===== config.mk =====
export PLATFORM = sky130hd
export DESIGN_NAME = peripheral_mpi_ahb4_bridge
export DESIGN_NICKNAME = d
export VERILOG_FILES = /design/src/rtl/peripheral_mpi_ahb4_pkg.sv /design/src/rtl/peripheral_mpi_bus_demux.sv /design/src/rtl/peripheral_mpi_ahb4_bridge.sv
export SDC_FILE = /design/constraint.sdc
export NUM_CORES = 1
export LEC_CHECK = 0
export CORE_UTILIZATION = 35
export CTS_BUF_LIST = sky130_fd_sc_hd__clkbuf_4
export CTS_CLUSTER_DIAMETER = 50
export DETAILED_ROUTE_END_ITERATION = 6
export PLACE_DENSITY_LB_ADDON = 0.25
export SLEW_MARGIN = 10
export SYNTH_ARGS = -nofsm -noshare
export SYNTH_HDL_FRONTEND = slang
export SYNTH_SLANG_ARGS = --single-unit

===== constraint.sdc =====
create_clock -name clk -period 4.4 [get_ports clk]
set_clock_uncertainty 0.15 [all_clocks]
set_input_delay 1.32 -clock clk [delete_from_list [all_inputs] [get_ports clk]]
set_output_delay 1.32 -clock clk [all_outputs]
set_load 0.02 [all_outputs]

===== src/rtl/peripheral_mpi_ahb4_pkg.sv =====
// Shared AHB encodings and bridge state type for the MPI AHB4-Lite bridge.
package peripheral_mpi_ahb4_pkg;

  localparam logic [1:0] HTRANS_IDLE   = 2'b00;
  localparam logic [1:0] HTRANS_BUSY   = 2'b01;
  localparam logic [1:0] HTRANS_NONSEQ = 2'b10;
  localparam logic [1:0] HTRANS_SEQ    = 2'b11;

  localparam logic HRESP_OKAY  = 1'b0;
  localparam logic HRESP_ERROR = 1'b1;

  typedef enum logic [2:0] {
    IDLE,
    ACCESS,
    RESP,
    ERR1,
    ERR2
  } state_t;

  // Channel index width; a single channel still gets one index bit.
  function automatic int ch_width(input int n);
    return (n > 1) ? $clog2(n) : 1;
  endfunction

endpackage


===== src/rtl/peripheral_mpi_bus_demux.sv =====
// Fans the latched request out to one generic-bus channel and muxes that
// channel's ack/err/read data back. Address and write data are broadcast;
// only the selected channel sees en/we.
module peripheral_mpi_bus_demux #(
  parameter int PLEN     = 32,
  parameter int XLEN     = 32,
  parameter int CHANNELS = 1,
  parameter int CH_W     = 1
) (
  input  logic                     i_en,
  input  logic [CH_W-1:0]          i_ch,
  input  logic                     i_we,
  input  logic [PLEN-1:0]          i_addr,
  input  logic [XLEN-1:0]          i_wdata,
  output logic                     o_ack,
  output logic                     o_err,
  output logic [XLEN-1:0]          o_rdata,
  output logic [CHANNELS*PLEN-1:0] bus_addr,
  output logic [CHANNELS-1:0]      bus_we,
  output logic [CHANNELS-1:0]      bus_en,
  output logic [CHANNELS*XLEN-1:0] bus_data_in,
  input  logic [CHANNELS*XLEN-1:0] bus_data_out,
  input  logic [CHANNELS-1:0]      bus_ack,
  input  logic [CHANNELS-1:0]      bus_err
);

  // One-hot select of the addressed channel and return-path mux.
  always_comb begin
    bus_en      = '0;
    bus_we      = '0;
    bus_addr    = '0;
    bus_data_in = '0;
    o_ack       = 1'b0;
    o_err       = 1'b0;
    o_rdata     = '0;
    for (int i = 0; i < CHANNELS; i++) begin
      bus_addr[i*PLEN +: PLEN]    = i_addr;
      bus_data_in[i*XLEN +: XLEN] = i_wdata;
      if (i_en && (i_ch == CH_W'(i))) begin
        bus_en[i] = 1'b1;
        bus_we[i] = i_we;
        o_ack     = bus_ack[i];
        o_err     = bus_err[i];
        o_rdata   = bus_data_out[i*XLEN +: XLEN];
      end
    end
  end

endmodule


===== src/rtl/peripheral_mpi_ahb4_bridge.sv =====
// AHB4-Lite slave bridge onto CHANNELS generic MPI buffer buses.
// Holds the address-phase latch, wait/timeout counter and response FSM.
module peripheral_mpi_ahb4_bridge
  import peripheral_mpi_ahb4_pkg::*;
#(
  parameter int PLEN     = 32,
  parameter int XLEN     = 32,
  parameter int CHANNELS = 1,
  parameter int CH_LSB   = 12,
  parameter int TIMEOUT  = 256,
  parameter int REG_RESP = 0
) (
  input  logic                     clk,
  input  logic                     rst,
  input  logic                     ahb4_hsel_i,
  input  logic [PLEN-1:0]          ahb4_haddr_i,
  input  logic [XLEN-1:0]          ahb4_hwdata_i,
  input  logic                     ahb4_hwrite_i,
  input  logic [2:0]               ahb4_hsize_i,
  input  logic [2:0]               ahb4_hburst_i,
  input  logic [3:0]               ahb4_hprot_i,
  input  logic [1:0]               ahb4_htrans_i,
  input  logic                     ahb4_hmastlock_i,
  input  logic                     ahb4_hready_i,
  output logic [XLEN-1:0]          ahb4_hrdata_o,
  output logic                     ahb4_hready_o,
  output logic                     ahb4_hresp_o,
  output logic [CHANNELS*PLEN-1:0] bus_addr,
  output logic [CHANNELS-1:0]      bus_we,
  output logic [CHANNELS-1:0]      bus_en,
  output logic [CHANNELS*XLEN-1:0] bus_data_in,
  input  logic [CHANNELS*XLEN-1:0] bus_data_out,
  input  logic [CHANNELS-1:0]      bus_ack,
  input  logic [CHANNELS-1:0]      bus_err,
  output logic                     timeout_o
);

  localparam int               CH_W      = ch_width(CHANNELS);
  localparam logic [CH_W:0]    CH_LIMIT  = (CH_W+1)'(CHANNELS);
  localparam logic [2:0]       FULL_SIZE = 3'($clog2(XLEN/8));
  localparam int               CNT_W     = (TIMEOUT > 1) ? $clog2(TIMEOUT+1) : 1;
  localparam logic [CNT_W-1:0] CNT_LAST  = CNT_W'((TIMEOUT > 0) ? TIMEOUT-1 : 0);

  state_t              r_state;
  state_t              w_next;
  logic [CH_LSB-1:0]   r_addr;
  logic                r_write;
  logic [CH_W-1:0]     r_ch;
  logic [CNT_W-1:0]    r_cnt;
  logic                r_tmo;
  logic [XLEN-1:0]     r_rdata;

  logic [CH_W-1:0]     w_ch;
  logic                w_dec_err;
  logic                w_can_accept;
  logic                w_accept;
  logic                w_ack;
  logic                w_err;
  logic                w_tmo;
  logic                w_bus_en;
  logic [XLEN-1:0]     w_rdata;
  logic [PLEN-1:0]     w_bus_addr;
  logic                w_unused;

  // Address-phase decode: channel index and illegal-transfer detection.
  assign w_ch      = ahb4_haddr_i[CH_LSB +: CH_W];
  assign w_dec_err = ({1'b0, w_ch} >= CH_LIMIT) ||
                     (ahb4_hwrite_i && (ahb4_hsize_i != FULL_SIZE));

  // A new address phase may only be taken while this slave is completing.
  always_comb begin
    w_can_accept = 1'b0;
    case (r_state)
      IDLE, RESP, ERR2: w_can_accept = 1'b1;
      ACCESS:           w_can_accept = (REG_RESP == 0) && w_ack && !w_err;
      default:          w_can_accept = 1'b0;
    endcase
  end

  assign w_accept = w_can_accept && ahb4_hsel_i && ahb4_htrans_i[1] && ahb4_hready_i;
  assign w_tmo    = (TIMEOUT > 0) && (r_state == ACCESS) && !w_ack && !w_err &&
                    (r_cnt == CNT_LAST);

  assign w_bus_addr = {{(PLEN-CH_LSB){1'b0}}, r_addr};
  assign timeout_o  = r_tmo;
  assign w_unused   = ^{ahb4_haddr_i, ahb4_htrans_i[0], ahb4_hburst_i,
                        ahb4_hprot_i, ahb4_hmastlock_i};

  // State register.
  always_ff @(posedge clk or posedge rst) begin
    if (rst) r_state <= IDLE;
    else     r_state <= w_next;
  end

  // Next-state logic.
  always_comb begin
    w_next = r_state;
    case (r_state)
      IDLE: begin
        if (w_accept) w_next = w_dec_err ? ERR1 : ACCESS;
      end
      ACCESS: begin
        if (w_err)              w_next = ERR1;
        else if (w_ack) begin
          if (REG_RESP != 0)    w_next = RESP;
          else if (w_accept)    w_next = w_dec_err ? ERR1 : ACCESS;
          else                  w_next = IDLE;
        end
        else if (w_tmo)         w_next = ERR1;
      end
      RESP, ERR2: begin
        if (w_accept) w_next = w_dec_err ? ERR1 : ACCESS;
        else          w_next = IDLE;
      end
      ERR1:    w_next = ERR2;
      default: w_next = IDLE;
    endcase
  end

  // Output logic: AHB response and channel request.
  always_comb begin
    ahb4_hready_o = 1'b1;
    ahb4_hresp_o  = HRESP_OKAY;
    ahb4_hrdata_o = '0;
    w_bus_en      = 1'b0;
    case (r_state)
      ACCESS: begin
        w_bus_en      = 1'b1;
        ahb4_hready_o = 1'b0;
        if ((REG_RESP == 0) && w_ack && !w_err) begin
          ahb4_hready_o = 1'b1;
          if (!r_write) ahb4_hrdata_o = w_rdata;
        end
      end
      RESP: begin
        if (!r_write) ahb4_hrdata_o = r_rdata;
      end
      ERR1: begin
        ahb4_hresp_o  = HRESP_ERROR;
        ahb4_hready_o = 1'b0;
      end
      ERR2: begin
        ahb4_hresp_o  = HRESP_ERROR;
      end
      default: ;
    endcase
  end

  // Latch transfer direction and channel when an address phase is taken.
  always_ff @(posedge clk or posedge rst) begin
    if (rst) begin
      r_write <= 1'b0;
      r_ch    <= '0;
    end else if (w_accept) begin
      r_write <= ahb4_hwrite_i;
      r_ch    <= w_ch;
    end
  end

  // Latch channel-local address bits when an address phase is taken.
  always_ff @(posedge clk) begin
    if (w_accept) r_addr <= ahb4_haddr_i[CH_LSB-1:0];
  end

  // Wait-cycle counter and registered timeout pulse.
  always_ff @(posedge clk or posedge rst) begin
    if (rst) begin
      r_cnt <= '0;
      r_tmo <= 1'b0;
    end else begin
      r_tmo <= w_tmo;
      if ((r_state == ACCESS) && !w_ack && !w_err) r_cnt <= r_cnt + 1'b1;
      else                                         r_cnt <= '0;
    end
  end

  // Capture read data on ack for the registered-response path.
  always_ff @(posedge clk) begin
    if ((r_state == ACCESS) && w_ack && !w_err && !r_write) r_rdata <= w_rdata;
  end

  // Channel fan-out and return mux.
  peripheral_mpi_bus_demux #(
    .PLEN     (PLEN),
    .XLEN     (XLEN),
    .CHANNELS (CHANNELS),
    .CH_W     (CH_W)
  ) u_demux (
    .i_en         (w_bus_en),
    .i_ch         (r_ch),
    .i_we         (r_write),
    .i_addr       (w_bus_addr),
    .i_wdata      (ahb4_hwdata_i),
    .o_ack        (w_ack),
    .o_err        (w_err),
    .o_rdata      (w_rdata),
    .bus_addr     (bus_addr),
    .bus_we       (bus_we),
    .bus_en       (bus_en),
    .bus_data_in  (bus_data_in),
    .bus_data_out (bus_data_out),
    .bus_ack      (bus_ack),
    .bus_err      (bus_err)
  );

endmodule

==> out/qor.csv, run 1 <==
stage,metric,value,unit
die,die_area,9480,µm²
sta,clock.fmax,0.231,GHz
global_routing,grt_overflow,0,
worst_setup_path,rr_endpoint,r_rdata[1]$_DFFE_PP_,
clock_tree,cts_made_buffers,9,
synth,synthFlopType,edfxtp_1,
worst_setup_path,critical_path_class,input pin to primary output,
drt,first_iter_violations,125,
placement,gp_congestion,0.759,
run,cap_violations,0,
synth,synth_warnings,0,
final_layout,nNetsFinal,477,
min_path,hp-class,flop to flop,
sta,post-route-period-util,98.4,%
min_path,hold_start,r_cnt[0]$_DFF_PP0_,
final_layout,nFillCells,855,
synth,yosysTopAreaCellShare,41.5,%
sta,slew_headroom,59.3,%
synth,synthCells,286,
synth,synth_area,3180,µm²
synth,avgSynthCellArea,11.1,µm²
sta,worstMarginPinSlew,0.610,ns
global_routing,grt_max_degree,37,
worst_setup_path,reg2reg_slack,2.00,ns
synth,ys_ff_latch,59,
placement,port_buffers,104,
clock_tree,tritoncts,done,
die,core,8760,µm²
worst_setup_path,cp-end-kind,primary output,
final_layout,syn2layout_area_growth,29.9,%
synth,synth.most_common_cell,buf_4,
drt,drc_errors,0,
drt,via_per_inst,5.02,
drt,first_pass_iters,4,
clock_tree,cts.sinks,59,
die,ios,217,
power_and_ir_drop,finalPower,0.00180,W
final_layout,utilization,47.2,%
sta,timing.hold.ws,0.343,ns
sta,period_minus_slack,4.33,ns
clock_tree,clk_latency,0.39,ns
synth,synthDistinctLibCells,37,
worst_setup_path,r2r-start,r_state[0]$_DFFE_PP0P_,
synth,ys_top_cells_by_count,"53 x buf_4, 44 x edfxtp_1, 40 x nor2_1",
min_path,min_to,r_cnt[0]$_DFF_PP0_,
global_routing,grt_use_total,15.7,%
outcome,status,finished clean,
synth,synth.largest_area_cell,edfxtp_1,
worst_setup_path,required,2.93,ns
sta,maxSlewViolCount,0,
drt,wl,7.53,mm
power_and_ir_drop,max-vdd-ir-drop,179,µV
clock_tree,path_clk_slew,0.10,ns
synth,synthArstFlopShare,25.4,%
clock_tree,clk_path_buf_depth,2,
clock_tree,cts_hold_repair.buffers,0,
drt,vias,2370,
min_path,whs_path_depth,1,
die,die_height,97.4,µm
final_layout,drive_gt1_share,12.4,%
die,std_cell_rows,34,
sta,finalHoldViolCount,0,
synth,synth_edf_count,44,
power_and_ir_drop,powerDensity,435,nW/µm²
synth,ys_top_cells_by_area,"edfxtp_1 41%, buf_4 12%, dfrtp_1 12%",
die,initial_core_util,36.3,%
sta,finalSetupViolations,0,
worst_setup_path,start_kind,input pin,
synth,synth-seq-area-share,53.3,%
worst_setup_path,rr_worst_depth,6,
drt,drt-wirelength-per-cell,15.9,µm
drt,drt.antenna.violating_nets,0,
placement,dp_hpwl,5.09,mm
clock_tree,htreeDepth,3,
worst_setup_path,arrival,2.86,ns
sta,rsz0062_at_grt,no,
sta,setup_tns,0,ns
power_and_ir_drop,p_leak,1.54,nW
global_routing,antenna_found_initial,0,
worst_setup_path,critPathMaxFanout,35,
clock_tree,clock-root-buffer,clkbuf_4,
global_routing,grt_pass1_wl,11.7,mm
global_routing,grt_pass1_vias,2300,
die,die_w,97.4,µm
final_layout,antenna-diode-count,0,
## cell type report
cell class	count	area, µm²	area share [%]
clock buffers	10	75.1	1.82
clock inverters	6	56.3	1.36
inverters	4	15.0	0.363
multi-input cells	171	1090	26.3
flip-flops and latches	59	1700	41.0
well taps	108	135	3.27
repair buffers	114	1070	25.8
## through the flow
stage	instance area [µm²]	worst slack, ns	instances
global route	4140	0.000307	472
floorplan	3260	0.411	305
detailed placement	4060	-0.228	456
finish	4140	0.0698	472
CTS	4150	0.0524	472
global placement	4060	-0.231	456
## sequential cells by signal, summed over array words and instances (netlist names)
name       flops
r_addr        12
r_ch           1
r_cnt          9
r_rdata       32
r_state        3
r_write        1
timeout_o      1
## report_power, final
| part | total, W | switching, W | internal (W) |
|---|---|---|---|
| clock | 0.000375 | 0.000200 | 0.000175 |
| sequential | 0.000722 | 0.0000579 | 0.000664 |
| combinational | 0.000702 | 0.000432 | 0.000270 |
| total | 0.00180 | 0.000690 | 0.00111 |
## cells by family after synthesis
kind of cell	Yosys count	synth area share [%]
simple gates	98	16.5
xor+xnor	4	1.10
fa+ha+maj	3	1.10
compound gates	43	11.5
mux	3	1.02
flops	59	53.3
other cells	1	0.118
buf+inv	75	15.4
## how the worst max path moves through the flow
stage / start / to / slack, ns / cells past startpoint
floorplan: bus_err / r_rdata[0]$_DFFE_PP_ / 0.41 / 4
global placement: bus_ack / ahb4_hrdata_o[23] / -0.23 / 6
detailed placement: bus_ack / ahb4_hrdata_o[27] / -0.23 / 6
CTS: bus_ack / ahb4_hrdata_o[27] / 0.05 / 6
global route: bus_ack / ahb4_hrdata_o[8] / 0.0003 / 6
finish: bus_ack / ahb4_hrdata_o[1] / 0.07 / 6
## layer usage
metal / track usage [%] / up-vias / wire [µm]
li1: - / 1105 / -
met1: 18.7 / 1123 / 2990
met2: 26.0 / 134 / 3720
met3: 6.69 / 8 / 750
met4: 4.30 / 0 / 67
met5: 0 / - / 0
## layout by cell type, fill, tap and decap left out, types with 2 or more instances in the layout
cell type	instances
buf_4	9
xnor2_1	3
conb_1	20
clkdlybuf4s15_1	15
o21ai_0	3
mux2_2	2
nor2_1	39
dfrtp_1	15
clkinv_2	2
ha_1	2
nand2_1	4
clkinv_1	2
clkbuf_2	10
edfxtp_1	44
dlygate4sd2_1	8
a21oi_1	3
clkdlybuf4s50_1	71
clkbuf_4	10
a32oi_1	32
or3_1	4
and3_1	2
o22ai_1	2
and2_1	33
nor2_2	2
inv_1	4
nor3b_4	2
nand3_1	4
## worst max-delay path: stages
cell	delay, ns
clkdlybuf4s50_1	0.49
nor3b_4	0.23
buf_12	0.22
a32oi_1	0.12
nor2_1	0.11
dlygate4sd2_1	0.34
## what timing repair did
action                                  in CTS  in global routing
resized for setup                           33                 35
buffers inserted                             0                  0
endpoints found under the setup margin      33                 25
pin swaps                                    0                  0
(Power assumes the default switching activity.)
==> run 2: changes to the inputs <==
--- a/config.mk
+++ b/config.mk
@@ -10,7 +10,8 @@
 export CTS_CLUSTER_DIAMETER = 50
 export DETAILED_ROUTE_END_ITERATION = 6
 export PLACE_DENSITY_LB_ADDON = 0.25
-export SLEW_MARGIN = 10
+export SLEW_MARGIN = 20
 export SYNTH_ARGS = -nofsm -noshare
 export SYNTH_HDL_FRONTEND = slang
 export SYNTH_SLANG_ARGS = --single-unit
+export TNS_END_PERCENT = 30
==> out/qor.csv, run 2 (synthesis results as in run 1) <==
stage,metric,value,unit,change
sta,setup_slack,0.0713,ns,+0.00153 ns
clock_tree,cts_hold_repair.buffers,0,,unchanged
final_layout,final_common_cell,clkdlybuf4s50_1,,
global_routing,met3_usage,6.69,%,unchanged
placement,dp_hpwl,5.09,mm,unchanged
power_and_ir_drop,sw_frac_of_total,38.3,%,about the same
worst_setup_path,cp-end-kind,primary output,,
clock_tree,cts.sinks,59,,unchanged
final_layout,drive_gt1_share,12.1,%,-0.27 points
placement,place_inst,456,,unchanged
placement,gp_congestion,0.759,,unchanged
clock_tree,tritoncts,done,,
power_and_ir_drop,seq_power_share,40.2,%,about the same
power_and_ir_drop,p_leak,1.54,nW,about the same
sta,post-route-period-util,98.4,%,about the same
clock_tree,clk_path_buf_depth,2,,unchanged
sta,slew_headroom,59.3,%,about the same
die,ios,217,,unchanged
worst_setup_path,path_cells,clkdlybuf4s50_1 > nor3b_4 > buf_12 > a32oi_1 > nor2_1 > dlygate4sd2_1,,
die,core,8760,µm²,unchanged
global_routing,grt_overflow,0,,unchanged
worst_setup_path,required,2.93,ns,about the same
worst_setup_path,critPathMaxFanout,35,,unchanged
global_routing,busiest_layer,met2,,
power_and_ir_drop,finalPower,0.00180,W,about the same
power_and_ir_drop,max-vdd-ir-drop,178,µV,-0.59%
run,cap_violations,0,,unchanged
worst_setup_path,arrival,2.86,ns,about the same
global_routing,grt_max_degree,37,,unchanged
power_and_ir_drop,p_clk_share,20.8,%,about the same
final_layout,syn2layout_area_growth,30.0,%,
worst_setup_path,crit_family,buffers and inverters,,
clock_tree,path_clk_slew,0.10,ns,about the same
sta,worstMarginPinSlew,0.610,ns,-0.0000308 ns
die,die_w,97.4,µm,unchanged
drt,drt-wirelength-per-cell,15.9,µm,-0.31%
worst_setup_path,rr_endpoint,r_rdata[1]$_DFFE_PP_,,
clock_tree,htreeDepth,3,,unchanged
power_and_ir_drop,powerDensity,434,nW/µm²,-0.13%
drt,drc_errors,0,,unchanged
worst_setup_path,rr_worst_depth,6,,unchanged
global_routing,antenna_found_initial,0,,unchanged
die,initial_core_util,36.3,%,unchanged
global_routing,grt_pass1_wl,11.7,mm,unchanged
power_and_ir_drop,power.internal,0.00111,W,about the same
drt,vias,2373,,+0.13%
worst_setup_path,reg2reg_slack,1.99,ns,about the same
worst_setup_path,r2r-start,r_state[0]$_DFFE_PP0P_,,
outcome,status,finished clean,,
worst_setup_path,start_kind,input pin,,
clock_tree,clock-root-buffer,clkbuf_4,,
drt,first_iter_violations,117,,-6.4%
final_layout,top_register,r_rdata,,
worst_setup_path,timing.critical_path.buf_inv,3,,unchanged
global_routing,grt_util_met1,18.7,%,unchanged
worst_setup_path,slowest_delay,0.49,ns,about the same
final_layout,reg_top3,"r_rdata (32), r_addr (12), r_cnt (9)",,
final_layout,largest_reg_flops,32,,unchanged
clock_tree,cts_made_buffers,9,,unchanged
min_path,whs_path_depth,1,,unchanged
final_layout,antenna-diode-count,0,,unchanged
sta,period_minus_slack,4.33,ns,-0.00153 ns
placement,postPlaceCellArea,4060,µm²,unchanged
worst_setup_path,critPathSlowestCell,clkdlybuf4s50_1,,
global_routing,grt_use_total,15.7,%,unchanged
final_layout,layout_common_cells,"71 x clkdlybuf4s50_1, 44 x edfxtp_1, 39 x nor2_1",,
global_routing,grt_pass1_vias,2300,,unchanged
sta,maxSlewViolCount,0,,unchanged
drt,drt.antenna.violating_nets,0,,unchanged
power_and_ir_drop,p_sw,0.000689,W,about the same
worst_setup_path,critical_path_class,input pin to primary output,,
drt,via_per_inst,5.03,,+0.13%
sta,finalHoldViolCount,0,,unchanged
placement,dpl_worst_slack,-0.228,ns,unchanged
sta,timing.hold.ws,0.343,ns,-0.000155 ns
global_routing,use_met2,26.0,%,unchanged
min_path,min_to,r_cnt[0]$_DFF_PP0_,,
min_path,hp-class,flop to flop,,
die,die_height,97.4,µm,unchanged
placement,port_buffers,104,,unchanged
clock_tree,post_cts_buffers,0,,unchanged
sta,finalSetupViolations,0,,unchanged
min_path,hold_start,r_cnt[0]$_DFF_PP0_,,
die,std_cell_rows,34,,unchanged
final_layout,fin_area,4140,µm²,+0.12%
drt,wl,7.50,mm,-0.31%
clock_tree,clk_latency,0.39,ns,about the same
die,die_area,9480,µm²,unchanged
final_layout,final_cells,472,,unchanged
drt,first_pass_iters,4,,unchanged
sta,rsz0062_at_grt,yes,,
final_layout,nNetsFinal,477,,unchanged
power_and_ir_drop,power_frac_comb,39.1,%,about the same
sta,clock.fmax,0.231,GHz,about the same
==> run 2: layout make-up <==
| cell class | instances | area [µm²] |
|---|---|---|
| sequential | 59 | 1700 |
| timing repair buffer | 114 | 1070 |
| clock inverter | 6 | 56.3 |
| inverter | 4 | 15.0 |
| tap | 108 | 135 |
| multi-input combinational | 171 | 1090 |
| fill | 854 | 4620 |
| clock buffer | 10 | 75.1 |
==> run 2: timing repair <==
item	CTS	global route
resized for setup	33	34
setup endpoints to repair	33	25
pin swaps	0	0
==> run 2: per-stage QoR <==
stage / setup TNS, ns / utilization, %
floorplan: 0 / -
global placement: -5.83 / 46.4
detailed placement: -6.39 / 46.4
CTS: 0 / 47.4
global route: -0.00734 / 47.2
finish: 0 / 47.2
==> run 2: how the worst max path moves through the flow <==
stage | to | slack [ns] | cells after the start | startpoint
final | ahb4_hrdata_o[1] | 0.07 | 6 | bus_ack
after global routing | ahb4_hrdata_o[6] | -0.007 | 6 | bus_ack
after CTS | ahb4_hrdata_o[27] | 0.05 | 6 | bus_ack
after detailed placement | ahb4_hrdata_o[27] | -0.23 | 6 | bus_ack
after global placement | ahb4_hrdata_o[23] | -0.23 | 6 | bus_ack
after floorplan | r_rdata[0]$_DFFE_PP_ | 0.41 | 4 | bus_err
==> run 2: metal layers <==
layer	vias to the layer above	wire length (µm)
met3	8	683
met2	129	3650
met5	-	0
met4	0	67
met1	1132	3110
li1	1104	-
==> run 2: power by group through the flow <==
stage / Combinational [W] / Sequential (W) / Clock (W)
floorplan: 0.000537 / 0.000705 / 0
global placement: 0.000730 / 0.000733 / 0
detailed placement: 0.000737 / 0.000733 / 0
CTS: 0.000709 / 0.000722 / 0.000393
global route: 0.000761 / 0.000728 / 0.000418
finish: 0.000703 / 0.000722 / 0.000374
==> run 3: changes to the inputs <==
--- a/config.mk
+++ b/config.mk
@@ -5,6 +5,7 @@
 export SDC_FILE = /design/constraint.sdc
 export NUM_CORES = 1
 export LEC_CHECK = 0
+export CORE_ASPECT_RATIO = 0.9
 export CORE_UTILIZATION = 35
 export CTS_BUF_LIST = sky130_fd_sc_hd__clkbuf_4
 export CTS_CLUSTER_DIAMETER = 50
==> out/qor.csv, run 3 (synthesis results as in run 1) <==
stage,metric,value,unit,change
worst_setup_path,cp-end-kind,primary output,,
sta,maxSlewViolCount,0,,unchanged
sta,setup_slack,0.0831,ns,+0.0118 ns
die,die_area,9480,µm²,about the same
die,core,8690,µm²,-0.86%
final_layout,largest_reg_flops,32,,unchanged
clock_tree,cts.sinks,59,,unchanged
final_layout,nNetsFinal,477,,unchanged
global_routing,grt_use_total,16.5,%,+0.73 points
drt,via_per_inst,4.87,,-3.1%
sta,finalSetupViolations,0,,unchanged
final_layout,layout_common_cells,"71 x clkdlybuf4s50_1, 44 x edfxtp_1, 39 x nor2_1",,
clock_tree,cts_made_buffers,9,,unchanged
placement,dpl_worst_slack,-0.219,ns,+0.00900 ns
final_layout,final_common_cell,clkdlybuf4s50_1,,
worst_setup_path,required,2.93,ns,about the same
sta,slew_headroom,61.0,%,+1.7 points
power_and_ir_drop,powerDensity,446,nW/µm²,+2.7%
die,ios,217,,unchanged
global_routing,grt_pass1_vias,2350,,+2.2%
global_routing,antenna_found_initial,0,,unchanged
drt,highest-signal-layer,met4,,
power_and_ir_drop,p_clk_share,23.4,%,+2.6 points
worst_setup_path,arrival,2.85,ns,about the same
clock_tree,cts_hold_repair.buffers,0,,unchanged
clock_tree,htreeDepth,3,,unchanged
power_and_ir_drop,power_frac_comb,37.8,%,-1.3 points
final_layout,nFillCells,815,,-4.6%
worst_setup_path,rr_worst_depth,6,,unchanged
outcome,status,finished clean,,
power_and_ir_drop,seq_power_share,38.8,%,-1.4 points
run,cap_violations,0,,unchanged
clock_tree,path_clk_slew,0.10,ns,about the same
power_and_ir_drop,sw_frac_of_total,37.8,%,-0.46 points
final_layout,multi_input_area,1090,µm²,+0.46%
clock_tree,post_cts_buffers,0,,unchanged
drt,wl,7.55,mm,+0.59%
sta,clock.fmax,0.232,GHz,+0.27%
drt,met1Wirelength,3.22,mm,+3.4%
placement,port_buffers,104,,unchanged
drt,wl_met3,611,µm,-11%
drt,drc_errors,0,,unchanged
final_layout,final_cells,483,,+2.3%
final_layout,reg_top3,"r_rdata (32), r_addr (12), r_cnt (9)",,
drt,first_pass_iters,4,,unchanged
global_routing,grt_pass1_wl,11.9,mm,+1.2%
sta,worstMarginPinSlew,0.585,ns,-0.0252 ns
sta,timing.hold.ws,0.352,ns,+0.00868 ns
sta,finalHoldViolCount,0,,unchanged
worst_setup_path,critical_path_class,input pin to primary output,,
die,std_cell_rows,32,,-5.9%
min_path,whs_path_depth,1,,unchanged
final_layout,drive_gt1_share,11.5,%,-0.55 points
die,die_height,92.5,µm,-5.0%
final_layout,antenna-diode-count,0,,unchanged
worst_setup_path,critPathMaxFanout,35,,unchanged
sta,post-route-period-util,98.1,%,-0.27 points
final_layout,top_register,r_rdata,,
global_routing,grt_overflow,0,,unchanged
drt,first_iter_violations,130,,+11%
clock_tree,clock-root-buffer,clkbuf_4,,
drt,vias,2353,,-0.84%
clock_tree,clk_path_buf_depth,2,,unchanged
power_and_ir_drop,power.internal,0.00116,W,+4.8%
die,initial_core_util,36.7,%,+0.31 points
power_and_ir_drop,max-vdd-ir-drop,218,µV,+23%
power_and_ir_drop,p_sw,0.000708,W,+2.8%
die,die_w,103,µm,+5.3%
final_layout,syn2layout_area_growth,31.6,%,
sta,period_minus_slack,4.32,ns,-0.0118 ns
drt,wl_met2,3.67,mm,+0.55%
sta,rsz0062_at_grt,no,,
power_and_ir_drop,finalPower,0.00187,W,+4.0%
min_path,hp-class,flop to flop,,
clock_tree,tritoncts,done,,
global_routing,grt_max_degree,37,,unchanged
power_and_ir_drop,p_leak,1.59,nW,+3.2%
placement,dp_hpwl,5.09,mm,-0.14%
drt,drt-wirelength-per-cell,15.6,µm,-1.7%
drt,drt.antenna.violating_nets,0,,unchanged
clock_tree,clk_latency,0.39,ns,about the same
final_layout,seq_area,1700,µm²,unchanged
placement,place_inst,467,,+2.4%
placement,gp_congestion,0.724,,-4.6%
worst_setup_path,start_kind,input pin,,
==> run 3: per-stage QoR <==
step                      cell area, µm²  TNS [ns]  util [%]
final                               4190         0      48.2
after detailed placement            4080     -5.92      47.0
after CTS                           4200         0      48.4
after global placement              4080     -6.05      47.0
after global routing                4190         0      48.2
after floorplan                     3260         0         -
==> run 3: final timing paths <==
| kind | startpoint | to | slack, ns |
|---|---|---|---|
| worst max-delay path | bus_ack | ahb4_hrdata_o[29] | 0.08 |
| worst min-delay path | r_cnt[0]$_DFF_PP0_ | r_cnt[0]$_DFF_PP0_ | 0.35 |
| worst max register to register | r_state[0]$_DFFE_PP0P_ | r_rdata[31]$_DFFE_PP_ | 1.94 |
| worst min register to register | r_cnt[0]$_DFF_PP0_ | r_cnt[0]$_DFF_PP0_ | 0.35 |
| max in group asynchronous | rst | r_cnt[2]$_DFF_PP0_ | 2.58 |
| min in group asynchronous | rst | timeout_o$_DFF_PP0_ | 1.13 |
==> run 3: power groups by stage <==
| stage | registers (W) | clock network [W] | logic, W |
|---|---|---|---|
| after floorplan | 0.000705 | 0 | 0.000537 |
| after global placement | 0.000735 | 0 | 0.000736 |
| after detailed placement | 0.000738 | 0 | 0.000743 |
| after CTS | 0.000726 | 0.000460 | 0.000717 |
| after global routing | 0.000734 | 0.000477 | 0.000774 |
| final | 0.000725 | 0.000438 | 0.000707 |
==> run 3: worst max-delay path, cell delays in order <==
cell,delay (ns)
clkdlybuf4s50_1,0.48
nor3b_4,0.22
buf_12,0.22
a32oi_1,0.12
nor2_1,0.14
clkdlybuf4s15_1,0.33
==> run 3: final cells by class <==
type,instances,area share (%)
repair buffers,114,25.7
clock inverters,7,2.21
well taps,119,3.55
inverters,4,0.358
multi-input cells,171,26.1
clock buffers,9,1.61
flip-flops and latches,59,40.5
==> run 3: layer usage <==
layer,track usage [%],vias to the layer above
li1,-,1104
met1,19.9,1133
met2,27.0,102
met3,7.02,14
met4,3.57,0
met5,0,-
==> run 3: timing repair <==
action / CTS / global route
pin swaps: 0 / 0
cloned: 0 / 0
hold endpoints to repair: 0 / 0
endpoints found under the setup margin: 33 / 12
gates resized for setup: 33 / 17
